<file path="src/rtl/tower_seed_sorter_if.sv">
// Tower-in / seed-out stream bundle plus per-event status for the seed sorter.
// The master drives towers and out_ready; the slave (the sorter) drives the rest.
interface tower_seed_sorter_if #(
  parameter int W  = 10,
  parameter int CW = 5
);
  logic          in_valid;
  logic          in_ready;
  logic          in_last;
  logic [W-1:0]  in_eta;
  logic [W-1:0]  in_phi;
  logic [W-1:0]  in_et;
  logic [W-1:0]  in_e;
  logic          out_valid;
  logic          out_ready;
  logic          out_last;
  logic [W-1:0]  out_eta;
  logic [W-1:0]  out_phi;
  logic [W-1:0]  out_et;
  logic [W-1:0]  out_e;
  logic [CW-1:0] num_seeds;
  logic          overflow;
  logic          phi_err;
  logic          frame_done;

  modport master (
    output in_valid, in_last, in_eta, in_phi, in_et, in_e, out_ready,
    input  in_ready, out_valid, out_last, out_eta, out_phi, out_et, out_e,
    input  num_seeds, overflow, phi_err, frame_done
  );

  modport slave (
    input  in_valid, in_last, in_eta, in_phi, in_et, in_e, out_ready,
    output in_ready, out_valid, out_last, out_eta, out_phi, out_et, out_e,
    output num_seeds, overflow, phi_err, frame_done
  );
endinterface

</file>
<file path="src/rtl/tower_seed_sorter.sv">
// Collects one event's towers into a descending-Et seed list (insertion sort, one tower
// per cycle), then streams the list out hardest-first for the jet selector.
//
// state     | meaning
// S_COLLECT | accepting towers, inserting survivors into the sorted list
// S_DRAIN   | streaming the list out; no towers accepted
module tower_seed_sorter #(
  parameter int W         = 10,
  parameter int MAX_SEEDS = 16,
  parameter int ET_THRESH = 5,
  parameter int PHI_MAX   = 61,
  parameter int CW        = $clog2(MAX_SEEDS + 1)
) (
  input  logic                clk,
  input  logic                rst_n,
  tower_seed_sorter_if.slave  bus
);

  localparam int            IW      = $clog2(MAX_SEEDS);
  localparam logic [CW-1:0] MAX_CNT = CW'(MAX_SEEDS);

  typedef enum logic {
    S_COLLECT = 1'b0,
    S_DRAIN   = 1'b1
  } state_t;

  state_t        state_q, state_d;
  logic [W-1:0]  eta_q [MAX_SEEDS];
  logic [W-1:0]  phi_q [MAX_SEEDS];
  logic [W-1:0]  et_q  [MAX_SEEDS];
  logic [W-1:0]  e_q   [MAX_SEEDS];
  logic [W-1:0]  eta_d [MAX_SEEDS];
  logic [W-1:0]  phi_d [MAX_SEEDS];
  logic [W-1:0]  et_d  [MAX_SEEDS];
  logic [W-1:0]  e_d   [MAX_SEEDS];
  logic [CW-1:0] cnt_q, cnt_d;
  logic [CW-1:0] rd_q, rd_d;
  logic          ovf_q, ovf_d;
  logic          perr_q, perr_d;
  logic          fdone_q, fdone_d;

  logic [MAX_SEEDS-1:0] ge;
  logic [IW-1:0]        rd_idx;
  logic                 accept, phi_bad, et_ok, ins, full;
  logic                 out_valid, at_last, fire;

  // ge[i]: entry i stays ahead of the incoming tower (equal Et keeps arrival order)
  always_comb begin
    ge = '0;
    for (int i = 0; i < MAX_SEEDS; i++) begin
      ge[i] = (CW'(i) < cnt_q) && (et_q[i] >= bus.in_et);
    end
  end

  assign accept    = bus.in_valid && (state_q == S_COLLECT);
  assign phi_bad   = bus.in_phi > W'(PHI_MAX);
  assign et_ok     = bus.in_et >= W'(ET_THRESH);
  assign ins       = accept && !phi_bad && et_ok;
  assign full      = (cnt_q == MAX_CNT);

  assign rd_idx    = rd_q[IW-1:0];
  assign out_valid = (state_q == S_DRAIN) && (cnt_q != '0);
  assign at_last   = out_valid && (rd_q == cnt_q - CW'(1));
  assign fire      = out_valid && bus.out_ready;

  assign bus.in_ready   = (state_q == S_COLLECT);
  assign bus.out_valid  = out_valid;
  assign bus.out_last   = at_last;
  assign bus.out_eta    = out_valid ? eta_q[rd_idx] : '0;
  assign bus.out_phi    = out_valid ? phi_q[rd_idx] : '0;
  assign bus.out_et     = out_valid ? et_q[rd_idx]  : '0;
  assign bus.out_e      = out_valid ? e_q[rd_idx]   : '0;
  assign bus.num_seeds  = cnt_q;
  assign bus.overflow   = ovf_q;
  assign bus.phi_err    = perr_q;
  // An empty event finishes in its first drain cycle; a full one the cycle after out_last.
  assign bus.frame_done = fdone_q || ((state_q == S_DRAIN) && (cnt_q == '0));

  always_comb begin
    state_d = state_q;
    cnt_d   = cnt_q;
    rd_d    = rd_q;
    ovf_d   = ovf_q;
    perr_d  = perr_q;
    fdone_d = 1'b0;
    eta_d   = eta_q;
    phi_d   = phi_q;
    et_d    = et_q;
    e_d     = e_q;

    case (state_q)
      S_COLLECT: begin
        if (accept) begin
          if (phi_bad) perr_d = 1'b1;
          if (ins) begin
            // Entries behind the insertion point shift down; the tail falls off when full.
            if (!ge[0]) begin
              eta_d[0] = bus.in_eta;
              phi_d[0] = bus.in_phi;
              et_d[0]  = bus.in_et;
              e_d[0]   = bus.in_e;
            end
            for (int i = 1; i < MAX_SEEDS; i++) begin
              if (!ge[i]) begin
                if (ge[i-1]) begin
                  eta_d[i] = bus.in_eta;
                  phi_d[i] = bus.in_phi;
                  et_d[i]  = bus.in_et;
                  e_d[i]   = bus.in_e;
                end else begin
                  eta_d[i] = eta_q[i-1];
                  phi_d[i] = phi_q[i-1];
                  et_d[i]  = et_q[i-1];
                  e_d[i]   = e_q[i-1];
                end
              end
            end
            if (full) ovf_d = 1'b1;
            else      cnt_d = cnt_q + CW'(1);
          end
          if (bus.in_last) begin
            state_d = S_DRAIN;
            rd_d    = '0;
          end
        end
      end
      S_DRAIN: begin
        if (cnt_q == '0) begin
          state_d = S_COLLECT;
          ovf_d   = 1'b0;
          perr_d  = 1'b0;
        end else if (fire) begin
          if (at_last) begin
            state_d = S_COLLECT;
            cnt_d   = '0;
            rd_d    = '0;
            ovf_d   = 1'b0;
            perr_d  = 1'b0;
            fdone_d = 1'b1;
          end else begin
            rd_d = rd_q + CW'(1);
          end
        end
      end
      default: state_d = S_COLLECT;
    endcase
  end

  always_ff @(posedge clk or negedge rst_n) begin
    if (!rst_n) begin
      state_q <= S_COLLECT;
      cnt_q   <= '0;
      rd_q    <= '0;
      ovf_q   <= 1'b0;
      perr_q  <= 1'b0;
      fdone_q <= 1'b0;
      for (int i = 0; i < MAX_SEEDS; i++) begin
        eta_q[i] <= '0;
        phi_q[i] <= '0;
        et_q[i]  <= '0;
        e_q[i]   <= '0;
      end
    end else begin
      state_q <= state_d;
      cnt_q   <= cnt_d;
      rd_q    <= rd_d;
      ovf_q   <= ovf_d;
      perr_q  <= perr_d;
      fdone_q <= fdone_d;
      eta_q   <= eta_d;
      phi_q   <= phi_d;
      et_q    <= et_d;
      e_q     <= e_d;
    end
  end

endmodule

</file>
<file path="src/flat_wrapper.sv">
// flat-port wrapper written by rule: the top's interface ports become plain ports
module tower_seed_sorter_flat 
#(
  parameter int W         = 10,
  parameter int MAX_SEEDS = 16,
  parameter int ET_THRESH = 5,
  parameter int PHI_MAX   = 61,
  parameter int CW        = $clog2(MAX_SEEDS + 1)
)
  (clk, rst_n, bus_in_valid, bus_in_last, bus_in_eta, bus_in_phi, bus_in_et, bus_in_e, bus_out_ready, bus_in_ready, bus_out_valid, bus_out_last, bus_out_eta, bus_out_phi, bus_out_et, bus_out_e, bus_num_seeds, bus_overflow, bus_phi_err, bus_frame_done);
  tower_seed_sorter_if #(.W(W), .CW(CW)) bus_i ();
  input  logic clk;
  input  logic rst_n;
  input wire logic [$bits(bus_i.in_valid)-1:0] bus_in_valid;
  input wire logic [$bits(bus_i.in_last)-1:0] bus_in_last;
  input wire logic [$bits(bus_i.in_eta)-1:0] bus_in_eta;
  input wire logic [$bits(bus_i.in_phi)-1:0] bus_in_phi;
  input wire logic [$bits(bus_i.in_et)-1:0] bus_in_et;
  input wire logic [$bits(bus_i.in_e)-1:0] bus_in_e;
  input wire logic [$bits(bus_i.out_ready)-1:0] bus_out_ready;
  output wire logic [$bits(bus_i.in_ready)-1:0] bus_in_ready;
  output wire logic [$bits(bus_i.out_valid)-1:0] bus_out_valid;
  output wire logic [$bits(bus_i.out_last)-1:0] bus_out_last;
  output wire logic [$bits(bus_i.out_eta)-1:0] bus_out_eta;
  output wire logic [$bits(bus_i.out_phi)-1:0] bus_out_phi;
  output wire logic [$bits(bus_i.out_et)-1:0] bus_out_et;
  output wire logic [$bits(bus_i.out_e)-1:0] bus_out_e;
  output wire logic [$bits(bus_i.num_seeds)-1:0] bus_num_seeds;
  output wire logic [$bits(bus_i.overflow)-1:0] bus_overflow;
  output wire logic [$bits(bus_i.phi_err)-1:0] bus_phi_err;
  output wire logic [$bits(bus_i.frame_done)-1:0] bus_frame_done;
  assign bus_i.in_valid = bus_in_valid;
  assign bus_i.in_last = bus_in_last;
  assign bus_i.in_eta = bus_in_eta;
  assign bus_i.in_phi = bus_in_phi;
  assign bus_i.in_et = bus_in_et;
  assign bus_i.in_e = bus_in_e;
  assign bus_i.out_ready = bus_out_ready;
  assign bus_in_ready = bus_i.in_ready;
  assign bus_out_valid = bus_i.out_valid;
  assign bus_out_last = bus_i.out_last;
  assign bus_out_eta = bus_i.out_eta;
  assign bus_out_phi = bus_i.out_phi;
  assign bus_out_et = bus_i.out_et;
  assign bus_out_e = bus_i.out_e;
  assign bus_num_seeds = bus_i.num_seeds;
  assign bus_overflow = bus_i.overflow;
  assign bus_phi_err = bus_i.phi_err;
  assign bus_frame_done = bus_i.frame_done;
  tower_seed_sorter #(.W(W), .MAX_SEEDS(MAX_SEEDS), .ET_THRESH(ET_THRESH), .PHI_MAX(PHI_MAX), .CW(CW)) u_core (.clk(clk), .rst_n(rst_n), .bus(bus_i));
endmodule
</file>
<file path="config.mk">
export PLATFORM = sky130hd
export DESIGN_NAME = tower_seed_sorter_flat
export DESIGN_NICKNAME = d
export VERILOG_FILES = /design/src/rtl/tower_seed_sorter_if.sv /design/src/rtl/tower_seed_sorter.sv /design/src/flat_wrapper.sv
export SDC_FILE = /design/constraint.sdc
export NUM_CORES = 2
export LEC_CHECK = 0
export CORE_MARGIN = 2
export CORE_UTILIZATION = 25
export CTS_CLUSTER_DIAMETER = 100
export DETAILED_ROUTE_END_ITERATION = 7
export HOLD_SLACK_MARGIN = 0.02
export MAX_ROUTING_LAYER = met4
export SLEW_MARGIN = 25
export SYNTH_ARGS = -nofsm -noshare
export SYNTH_HDL_FRONTEND = slang
export SYNTH_SLANG_ARGS = --single-unit
</file>
<file path="constraint.sdc">
create_clock -name clk -period 3.91 [get_ports clk]
set_input_delay 0.782 -clock clk [delete_from_list [all_inputs] [get_ports clk]]
set_output_delay 0.782 -clock clk [all_outputs]
set_load 0.02 [all_outputs]
</file>
==> load_flow_metrics.sql <==
INSERT INTO impl_metrics (metric_group, metric, value, unit) VALUES
('sta', 'fin_setup_tns', '-0.03467', 'ns'),
('setup_path', 'timing.critical_path.from_type', 'flop', ''),
('power_and_ir_drop', 'leakage', '19.14', 'nW'),
('die', 'design.die.area', '167100', 'um2'),
('sta', 'hold_viol', '0', ''),
('sta', 'holdWs', '0.05696', 'ns'),
('die', 'i_o_pins', '96', ''),
('logic_synthesis', 'yosys_warnings', '0', ''),
('sta', 'rsz0062_at_grt', 'yes', ''),
('place', 'post_dp_cell_area', '46050', 'um2'),
('cells_and_area', 'final_layout_size_suffix_gt1_share', '24.04', '%'),
('logic_synthesis', 'syn_area', '40960', 'um2'),
('logic_synthesis', 'synth.area.top_cells', 'sky130_fd_sc_hd__dfrtp_1 40%, sky130_fd_sc_hd__mux4_2 11%, sky130_fd_sc_hd__mux2_2 8.8%', ''),
('setup_path', 'path_max_fanout', '8', ''),
('sta', 'final_max_slew_viol_count', '0', ''),
('setup_path', 'critPathKind', 'reg2out', ''),
('clock_network', 'post_cts_hold_buffer_count', '0', ''),
('die', 'placement_rows', '148', ''),
('power_and_ir_drop', 'power.sequential.fraction', '31.0', '%'),
('cells_and_area', 'areaGrowthSynthToFinish', '19.12', '%'),
('drt', 'top_signal_layer_used', 'met4', ''),
('outcome', 'failing_checks', 'setup timing', ''),
('die', 'floorplan.die.width', '408.8', 'um'),
('sta', 'final_setup_violation_count', '1', ''),
('outcome', 'run_status', 'finished with violations', ''),
('logic_synthesis', 'synthCells', '4152', ''),
('logic_synthesis', 'synth_sequential_area_ratio', '39.96', '%'),
('power_and_ir_drop', 'power_density', '871.7', 'nW/um2'),
('sta', 'fin_crit', '3.945', 'ns'),
('flow_run', 'cap_viol_max_count', '0', ''),
('global_routing', 'grt_pass1_wl', '244500', 'um'),
('setup_path', 'cp_data_arrival_time', '3.16', 'ns'),
('cells_and_area', 'mostFrequentLayoutCells', '650 x sky130_fd_sc_hd__dfrtp_1, 452 x sky130_fd_sc_hd__nand3_1, 434 x sky130_fd_sc_hd__nor2_1', ''),
('global_routing', 'initial_antenna_violation_count', '15', ''),
('clock_network', 'ctsRootBufferMaster', 'sky130_fd_sc_hd__clkbuf_16', ''),
('global_routing', 'grt_pass1_vias', '35120', ''),
('logic_synthesis', 'asyncSetResetFlopFracSynth', '100.0', '%'),
('logic_synthesis', 'synth-edff-count', '0', ''),
('sta', 'final.period_utilization', '100.9', '%'),
('cells_and_area', 'finish.net_count', '4350', ''),
('sta', 'finClkSkew', '0.03185', 'ns'),
('clock_network', 'clock_tree_from_tritoncts', 'built', ''),
('sta', 'worst_slack', '-0.03467', 'ns'),
('place', 'hpwl', '107600', 'um'),
('power_and_ir_drop', 'p_switching', '19.20', 'mW'),
('drt', 'routed-via-count', '36320', ''),
('logic_synthesis', 'synth_top_area_cell', 'sky130_fd_sc_hd__dfrtp_1', ''),
('drt', 'drtAntennaViolNets', '0', ''),
('drt', 'drt-pass1-iter-count', '7', ''),
('global_routing', 'globalRouteTotalUtil', '19.96', '%'),
('power_and_ir_drop', 'switching_share', '45.14', '%'),
('die', 'core_area', '162800', 'um2'),
('drt', 'first_iter_violations', '4320', ''),
('setup_path', 'critPathRequiredTime', '3.13', 'ns'),
('drt', 'routed-wl-met2', '73700', 'um'),
('drt', 'vias_per_cell', '5.691', ''),
('die', 'die_height', '408.8', 'um'),
('clock_network', 'cts.path.max_buffers', '3', ''),
('global_routing', 'grt_max_degree', '88', ''),
('clock_network', 'clock_sinks', '654', ''),
('cells_and_area', 'stdcell_area', '48790', 'um2'),
('cells_and_area', 'layout_commonest_cell', 'sky130_fd_sc_hd__dfrtp_1', ''),
('setup_path', 'timing.critical_path.to_type', 'output pin', ''),
('drt', 'wl_met3', '15900', 'um'),
('cells_and_area', 'fillerInstances', '16600', ''),
('clock_network', 'clkLatencyLatePin', '0.69', 'ns'),
('cells_and_area', 'multi_input_comb_area', '22930', 'um2'),
('global_routing', 'grt_overflow_total', '0', ''),
('logic_synthesis', 'yosys_most_used_dff', 'sky130_fd_sc_hd__dfrtp_1', ''),
('clock_network', 'cts.htree.levels', '3', ''),
('power_and_ir_drop', 'total_power', '42.53', 'mW');
[power by group through the flow]
stage | Clock [mW] | Combinational [mW] | Sequential [mW]
4_1_cts | 7.35 | 21.6 | 13.0
3_5_place_dp | 0 | 21.3 | 13.1
6_report | 7.28 | 22.1 | 13.2
3_3_place_gp | 0 | 20.9 | 13.0
2_1_floorplan | 0 | 13.3 | 11.9
5_1_grt | 7.64 | 23.4 | 13.5
[state kept, by name, summed over array words and instances (netlist names)]
register              count
u_core.state_q            1
u_core.eta_q            160
u_core.bus.num_seeds      5
u_core.rd_q               5
u_core.bus.overflow       1
u_core.e_q              160
u_core.et_q             160
u_core.phi_q            160
u_core.fdone_q            1
u_core.bus.phi_err        1
[critical path, stage by stage, from the launching register on]
cell                      delay [ns]
sky130_fd_sc_hd__dfrtp_4        0.51
sky130_fd_sc_hd__buf_12         0.16
sky130_fd_sc_hd__buf_12         0.15
sky130_fd_sc_hd__buf_4          0.14
sky130_fd_sc_hd__buf_4          0.13
sky130_fd_sc_hd__mux4_2         0.48
sky130_fd_sc_hd__mux4_2         0.60
sky130_fd_sc_hd__and2_4         0.18
sky130_fd_sc_hd__buf_6          0.12
[synthesized netlist by cell type (99+ instances only)]
library cell / count
sky130_fd_sc_hd__dfrtp_1: 654
sky130_fd_sc_hd__nand3_1: 452
sky130_fd_sc_hd__nor2_1: 436
sky130_fd_sc_hd__o21ai_0: 397
sky130_fd_sc_hd__a31oi_1: 363
sky130_fd_sc_hd__mux2_2: 319
sky130_fd_sc_hd__clkbuf_1: 286
sky130_fd_sc_hd__mux4_2: 200
sky130_fd_sc_hd__ha_1: 165
sky130_fd_sc_hd__nand2_1: 154
sky130_fd_sc_hd__buf_2: 111
sky130_fd_sc_hd__a21oi_1: 109
sky130_fd_sc_hd__inv_1: 99
[area by class of cell]
| type | count | area share, % |
|---|---|---|
| clock buffers | 106 | 4.455 |
| inverters | 101 | 0.7796 |
| flip-flops and latches | 654 | 33.57 |
| multi-input cells | 2971 | 47.01 |
| repair buffers | 337 | 7.973 |
| clock inverters | 28 | 0.5950 |
| diodes | 9 | 0.04616 |
| well taps | 2175 | 5.578 |
[path summary, 6_finish.rpt]
path,from,slack [ns],cells after the start,endpoint
max reg2reg,u_core.bus.num_seeds[4],1.01,7,u_core.phi_q[48]
min reg2reg,u_core.e_q[4],0.51,1,u_core.e_q[4]
min in group clk,u_core.e_q[4],0.51,1,u_core.e_q[4]
max,u_core.rd_q[0],-0.03,8,bus_out_et[0]
min,rst_n,0.06,1,u_core.et_q[151]
max in group asynchronous,rst_n,2.47,2,u_core.rd_q[1]
[kinds of logic (layout without fill, tap and decap cells)]
| logic type | count (synthesis) | after routing | synth area share [%] |
|---|---|---|---|
| simple gates | 1162 | 1162 | 12.81 |
| compound gates | 1096 | 1096 | 16.47 |
| flops | 654 | 654 | 39.96 |
| mux | 542 | 542 | 20.35 |
| buf+inv | 527 | 572 | 5.242 |
| fa+ha+maj | 165 | 165 | 5.041 |
| xor+xnor | 6 | 6 | 0.1283 |
| other cells | 0 | 9 | 0 |
[through the flow]
| step | utilization (%) | instances | setup WS [ns] |
|---|---|---|---|
| after global routing | 29.97 | 6381 | -0.07989 |
| final | 29.97 | 6381 | -0.03467 |
| after detailed placement | 28.29 | 6215 | -0.08524 |
| after CTS | 29.95 | 6367 | -0.1116 |
| after floorplan | - | 4152 | 0.2635 |
| after global placement | 28.29 | 6215 | -0.08527 |
[metal layers]
layer | vias to the layer above | global-route usage (%)
li1 | 15420 | -
met1 | 18280 | 25.88
met2 | 2150 | 29.35
met3 | 470 | 4.534
met4 | 0 | 9.575
met5 | - | -
[what timing repair did]
action                     4_1_cts  5_1_grt
setup buffers                   14        4
setup endpoints to repair       41       18
cloned                           4        1
resized for setup              145       24
pin swaps                        2        3
No activity file was read; power rests on OpenSTA's default activity.
